### config.mk
export PLATFORM = sky130hd
export DESIGN_NAME = inst_fetch_unit
export DESIGN_NICKNAME = d
export VERILOG_FILES = /design/src/rtl/inst_fetch_unit.sv
export SDC_FILE = /design/constraint.sdc
export NUM_CORES = 1
export LEC_CHECK = 0
export ABC_AREA = 1
export CORE_ASPECT_RATIO = 1.1
export CORE_MARGIN = 2
export CORE_UTILIZATION = 28
export CTS_CLUSTER_SIZE = 40
export DETAILED_ROUTE_END_ITERATION = 8
export SKIP_CTS_REPAIR_TIMING = 1
export SYNTH_ARGS = -nofsm -noshare
export SYNTH_HDL_FRONTEND = slang
export SYNTH_SLANG_ARGS = --single-unit
### constraint.sdc
create_clock -name clk -period 5.2 [get_ports clk]
set_input_delay 1.3 -clock clk [delete_from_list [all_inputs] [get_ports clk]]
set_output_delay 1.3 -clock clk [all_outputs]
set_load 0.03 [all_outputs]
### src/rtl/inst_fetch_unit.sv
// Instruction fetch: PC generation, credit-limited imem requests, in-order instruction queue to decode.
// Optional macro FETCH_MISALIGN_CHECK_EN: misaligned redirect targets raise sticky misalign_err and halt fetch.
module inst_fetch_unit #(
   parameter logic [31:0] RESET_PC        = 32'h0000_0000,
   parameter int          QUEUE_DEPTH     = 2,
   parameter int          MAX_OUTSTANDING = 2
) (
   input  logic        clk,
   input  logic        rst,
   output logic        imem_req_valid,
   input  logic        imem_req_ready,
   output logic [31:0] imem_req_addr,
   input  logic        imem_rsp_valid,
   input  logic [31:0] imem_rsp_data,
   input  logic        redirect_valid,
   input  logic [31:0] redirect_target,
   output logic        if_valid,
   output logic [31:0] if_inst,
   output logic [31:0] if_pc,
   input  logic        if_ready,
   output logic        misalign_err
);

   localparam int QW = (QUEUE_DEPTH > 1) ? $clog2(QUEUE_DEPTH) : 1;
   localparam int CW = $clog2(QUEUE_DEPTH) + 1;
   localparam int OW = $clog2(MAX_OUTSTANDING + 1);
   localparam int TW = (MAX_OUTSTANDING > 1) ? $clog2(MAX_OUTSTANDING) : 1;
   localparam int SW = ((CW > OW) ? CW : OW) + 1;

   logic [31:0]   pc_reg;
   logic [31:0]   q_inst_reg [QUEUE_DEPTH];
   logic [31:0]   q_pc_reg   [QUEUE_DEPTH];
   logic [QW-1:0] q_head_reg, q_tail_reg;
   logic [CW-1:0] q_count_reg;
   logic [31:0]   tag_reg [MAX_OUTSTANDING];
   logic [TW-1:0] tag_wr_reg, tag_rd_reg;
   logic [OW-1:0] outstanding_reg, outstanding_next, drop_cnt_reg;
   logic [SW-1:0] credit_sum;
   logic [31:0]   target;
   logic [31:0]   tag_head;
   logic          fetch_halt;
   logic          accept, q_push, q_pop, q_full;

   function automatic logic [TW-1:0] tag_inc(input logic [TW-1:0] p);
      return (p == TW'(MAX_OUTSTANDING - 1)) ? '0 : p + TW'(1);
   endfunction

`ifdef FETCH_MISALIGN_CHECK_EN
   logic misalign_reg;

   assign target       = redirect_target;
   assign fetch_halt   = misalign_reg;
   assign misalign_err = misalign_reg;

   always_ff @(posedge clk) begin
      if (rst)
         misalign_reg <= 1'b0;
      else if (redirect_valid && (redirect_target[1:0] != 2'b00))
         misalign_reg <= 1'b1;
   end
`else
   assign target       = redirect_target & 32'hFFFF_FFFC;
   assign fetch_halt   = 1'b0;
   assign misalign_err = 1'b0;
`endif

   // Credits cover both queued entries and in-flight requests so a response always has a slot.
   assign credit_sum       = SW'(q_count_reg) + SW'(outstanding_reg);
   assign imem_req_valid   = !rst && !redirect_valid && !fetch_halt &&
                             (credit_sum < SW'(QUEUE_DEPTH)) &&
                             (outstanding_reg < OW'(MAX_OUTSTANDING));
   assign imem_req_addr    = {pc_reg[31:2], 2'b00};
   assign accept           = imem_req_valid && imem_req_ready;
   assign outstanding_next = outstanding_reg + OW'(accept) - OW'(imem_rsp_valid);

   assign tag_head = tag_reg[tag_rd_reg];
   assign q_full   = (q_count_reg == CW'(QUEUE_DEPTH));
   assign q_push   = imem_rsp_valid && (drop_cnt_reg == '0) && !redirect_valid;
   assign q_pop    = if_valid && if_ready && !redirect_valid;

   assign if_valid = !rst && (q_count_reg != '0);
   assign if_inst  = if_valid ? q_inst_reg[q_head_reg] : 32'h0;
   assign if_pc    = if_valid ? q_pc_reg[q_head_reg]   : 32'h0;

   always_ff @(posedge clk) begin
      if (rst) begin
         pc_reg          <= RESET_PC;
         q_head_reg      <= '0;
         q_tail_reg      <= '0;
         q_count_reg     <= '0;
         tag_wr_reg      <= '0;
         tag_rd_reg      <= '0;
         outstanding_reg <= '0;
         drop_cnt_reg    <= '0;
      end else begin
         if (redirect_valid)
            pc_reg <= target;
         else if (accept)
            pc_reg <= pc_reg + 32'd4;

         if (redirect_valid) begin
            q_head_reg  <= '0;
            q_tail_reg  <= '0;
            q_count_reg <= '0;
         end else begin
            if (q_push)
               q_tail_reg <= q_tail_reg + QW'(1);
            if (q_pop)
               q_head_reg <= q_head_reg + QW'(1);
            q_count_reg <= q_count_reg + CW'(q_push) - CW'(q_pop);
         end

         // Tags of stale requests stay in the FIFO and are retired as their responses drain.
         if (accept)
            tag_wr_reg <= tag_inc(tag_wr_reg);
         if (imem_rsp_valid)
            tag_rd_reg <= tag_inc(tag_rd_reg);
         outstanding_reg <= outstanding_next;

         if (redirect_valid)
            drop_cnt_reg <= outstanding_next;
         else if (imem_rsp_valid && (drop_cnt_reg != '0))
            drop_cnt_reg <= drop_cnt_reg - OW'(1);
      end
   end

   always_ff @(posedge clk) begin
      if (accept)
         tag_reg[tag_wr_reg] <= pc_reg;
      if (q_push) begin
         q_inst_reg[q_tail_reg] <= imem_rsp_data;
         q_pc_reg[q_tail_reg]   <= tag_head;
      end
   end

   assert property (@(posedge clk) disable iff (rst) !(q_push && q_full && !q_pop));

endmodule
==> results.md <==
* Status: finished clean
* Die X at 184 um
* Switching Share at 22.8%
* Drc violations at 0
* Initial antenna violation count at 0
* I/O pin cnt at 169
* Vias in the first global route at 6425
* Final TNS setup at 0 ns
* P per Cell Area at 326 nW/um^2
* Largest net degree at the start of global routing at 64
* Starting Density at 28.3%
* Setup WS pre-CTS at 0.922 ns
* Yosys reg bits at 226
* Slew Limit Fails at 0
* Hold Vio Cnt, Final at 0
* Num rows at 72
* Kind of end point of the critical path: output pin
* Synth top area cells: edfxtp_1 56%, mux2_2 10%, dfxtp_1 8.5%
* DP Area at 12300 sq um
* CP arrival at 2.99 ns
* Count leader, synth: edfxtp_1
* Total clock sinks at 226
* Post-route setup slack at 0.911 ns
* Port bufs at 161
* Final min period at 4.29 ns
* CTS buffer count at 25
* Seq/Total Area, Yosys at 64.0%
* Distinct cells, synth at 39
* Detail Route Antenna Nets at 0
* Ys flop type: edfxtp_1
* Setup violators final at 0
* Worst EP required at 3.90 ns
* Maximum vdd ir drop at 0.218 mV
* Critical path type: in2out
* Slew margin rel. at 33.0%
* TritonCTS clock tree: done
* Cell count after synthesis at 856
* Max reg flops at 64
* Fin area at 13200 sq um
* Clock Tree Buf Depth at 3
* H-tree depth at 1
* Sw power at 0.981 mW
* Logic pwr share at 9.0%
* Overflow after GRT at 0
* Max-cap violation count at 0
* First-pass GRT wire length at 36200 um
* Via count at 6458
* GR Util All Layers at 12.6%
* Pre-antenna DRT Iters at 4
* Fmax at 233 MHz
* FFs w/ async S/R, synth at 0%
* Placer Congestion at 0.805
* Syn_area_per_cell at 11.6 sq um
* Clock Latency Late Sink at 0.53 ns
* Chip height at 202 um
* Ant. Diodes at 0
* Period utilisation layout at 82.5%
* HPWL after DPL at 15500 um
* Commonest cells in the netlist: 184 x edfxtp_1, 182 x nand2_1, 119 x inv_1
* Clk slew on worst S/H paths at 0.06 ns
* Clk root buf: clkbuf_16
* Final hold slack at 0.473 ns
* Mapped Area at 9950 sq um
* Power, Total at 4.31 mW
* Pint at 3.32 mW
* Hold crit path type: reg2reg
* Worst slew pin tran at 1.01 ns
* Worst Path Max Fanout at 8
* Worst Skew at 0.00898 ns
* Number of flops mapped to enable cells by yosys at 184
* CORE AREA at 35100 sq um
* WL final at 23600 um
* Clock Power Share at 42.7%
* DRT iter0 DRCs at 274
* Die ar. at 37100 sq um
* Seq pwr share at 48.3%
* Drt wl/cell at 15.8 um
* RSZ-0062 raised after global routing: no
* Share of the synthesized area in the top cell type at 55.5%
* Area growth syn-to-layout at 32.8%
* CP Launch Type: input pin
* Yosys warnings at 0
* Share of cells above drive strength 1 at 23.6%
* Nets@finish at 1102
* Leakage at 5.17 nW
* Dominant cell type by area after synthesis: edfxtp_1
* Vias per inst at 4.34
worst paths after layout:
check / from / endpoint / slack (ns) / cells past startpoint
min reg2reg: q_head_reg / flop / 0.47 / 2
max reg2reg: q_count_reg[0] / drop_cnt_reg[1] / 2.70 / 14
max: rst / imem_req_valid / 0.91 / 5
min: q_head_reg / flop / 0.47 / 2
critical path, stage by stage:
cell and delay, ns:
clkdlybuf4s50_1 0.63, inv_1 0.35, nand2_1 0.25, nor2_1 0.29, buf_12 0.16
layer usage:
metal	global-route usage [%]	vias to the layer above	wire length, um
li1	-	3194	-
met3	2.39	31	1380
met4	3.63	0	507
met5	0	-	0
met2	21.9	168	11500
met1	15.9	3065	10200
cell families (layout without fill, tap and decap cells):
group | Yosys count | count (layout) | synth area share (%)
other cells | 1 | 5 | 0.0377
mux | 92 | 92 | 10.4
fa+ha+maj | 7 | 7 | 0.956
xor+xnor | 12 | 12 | 1.13
flops | 226 | 226 | 64.0
compound gates | 61 | 61 | 3.36
buf+inv | 157 | 340 | 6.60
simple gates | 300 | 300 | 13.5
final cells by class:
cell class / count / area [sq um]
fill: 3402 / 21900
sequential: 226 / 6370
multi-input combinational: 477 / 2970
timing repair buffer: 172 / 1980
clock buffer: 34 / 709
tap: 444 / 556
inverter: 123 / 463
clock inverter: 11 / 164
cell usage in the layout, fill, tap and decap left out, drive strengths merged, types with 3 or more instances in the layout:
| master | n |
|---|---|
| o21bai | 3 |
| dfxtp | 42 |
| inv | 126 |
| mux2 | 92 |
| buf | 75 |
| a21oi | 28 |
| bufinv | 3 |
| clkinv | 4 |
| nand3 | 36 |
| clkbuf | 34 |
| conb | 5 |
| clkdlybuf4s50 | 97 |
| edfxtp | 184 |
| nand2 | 191 |
| a31oi | 6 |
| nor2 | 64 |
| nand4 | 4 |
| ha | 6 |
| o21ai | 22 |
| xor2 | 10 |
stage by stage:
stage / util [%] / instances
2_1_floorplan: - / 860
3_3_place_gp: 35.1 / 1442
3_5_place_dp: 35.1 / 1442
4_1_cts: 37.6 / 1487
5_1_grt: 37.6 / 1487
6_report: 37.6 / 1487
power by group through the flow:
stage               logic (mW)  registers (mW)  clock network [mW]
finish                   0.388            2.08                1.84
global route             0.426            2.09                1.97
CTS                      0.396            2.08                1.91
detailed placement       0.394            2.12                   0
global placement         0.389            2.12                   0
floorplan                0.198            2.13                   0
No activity file was read; power rests on OpenSTA's default activity.
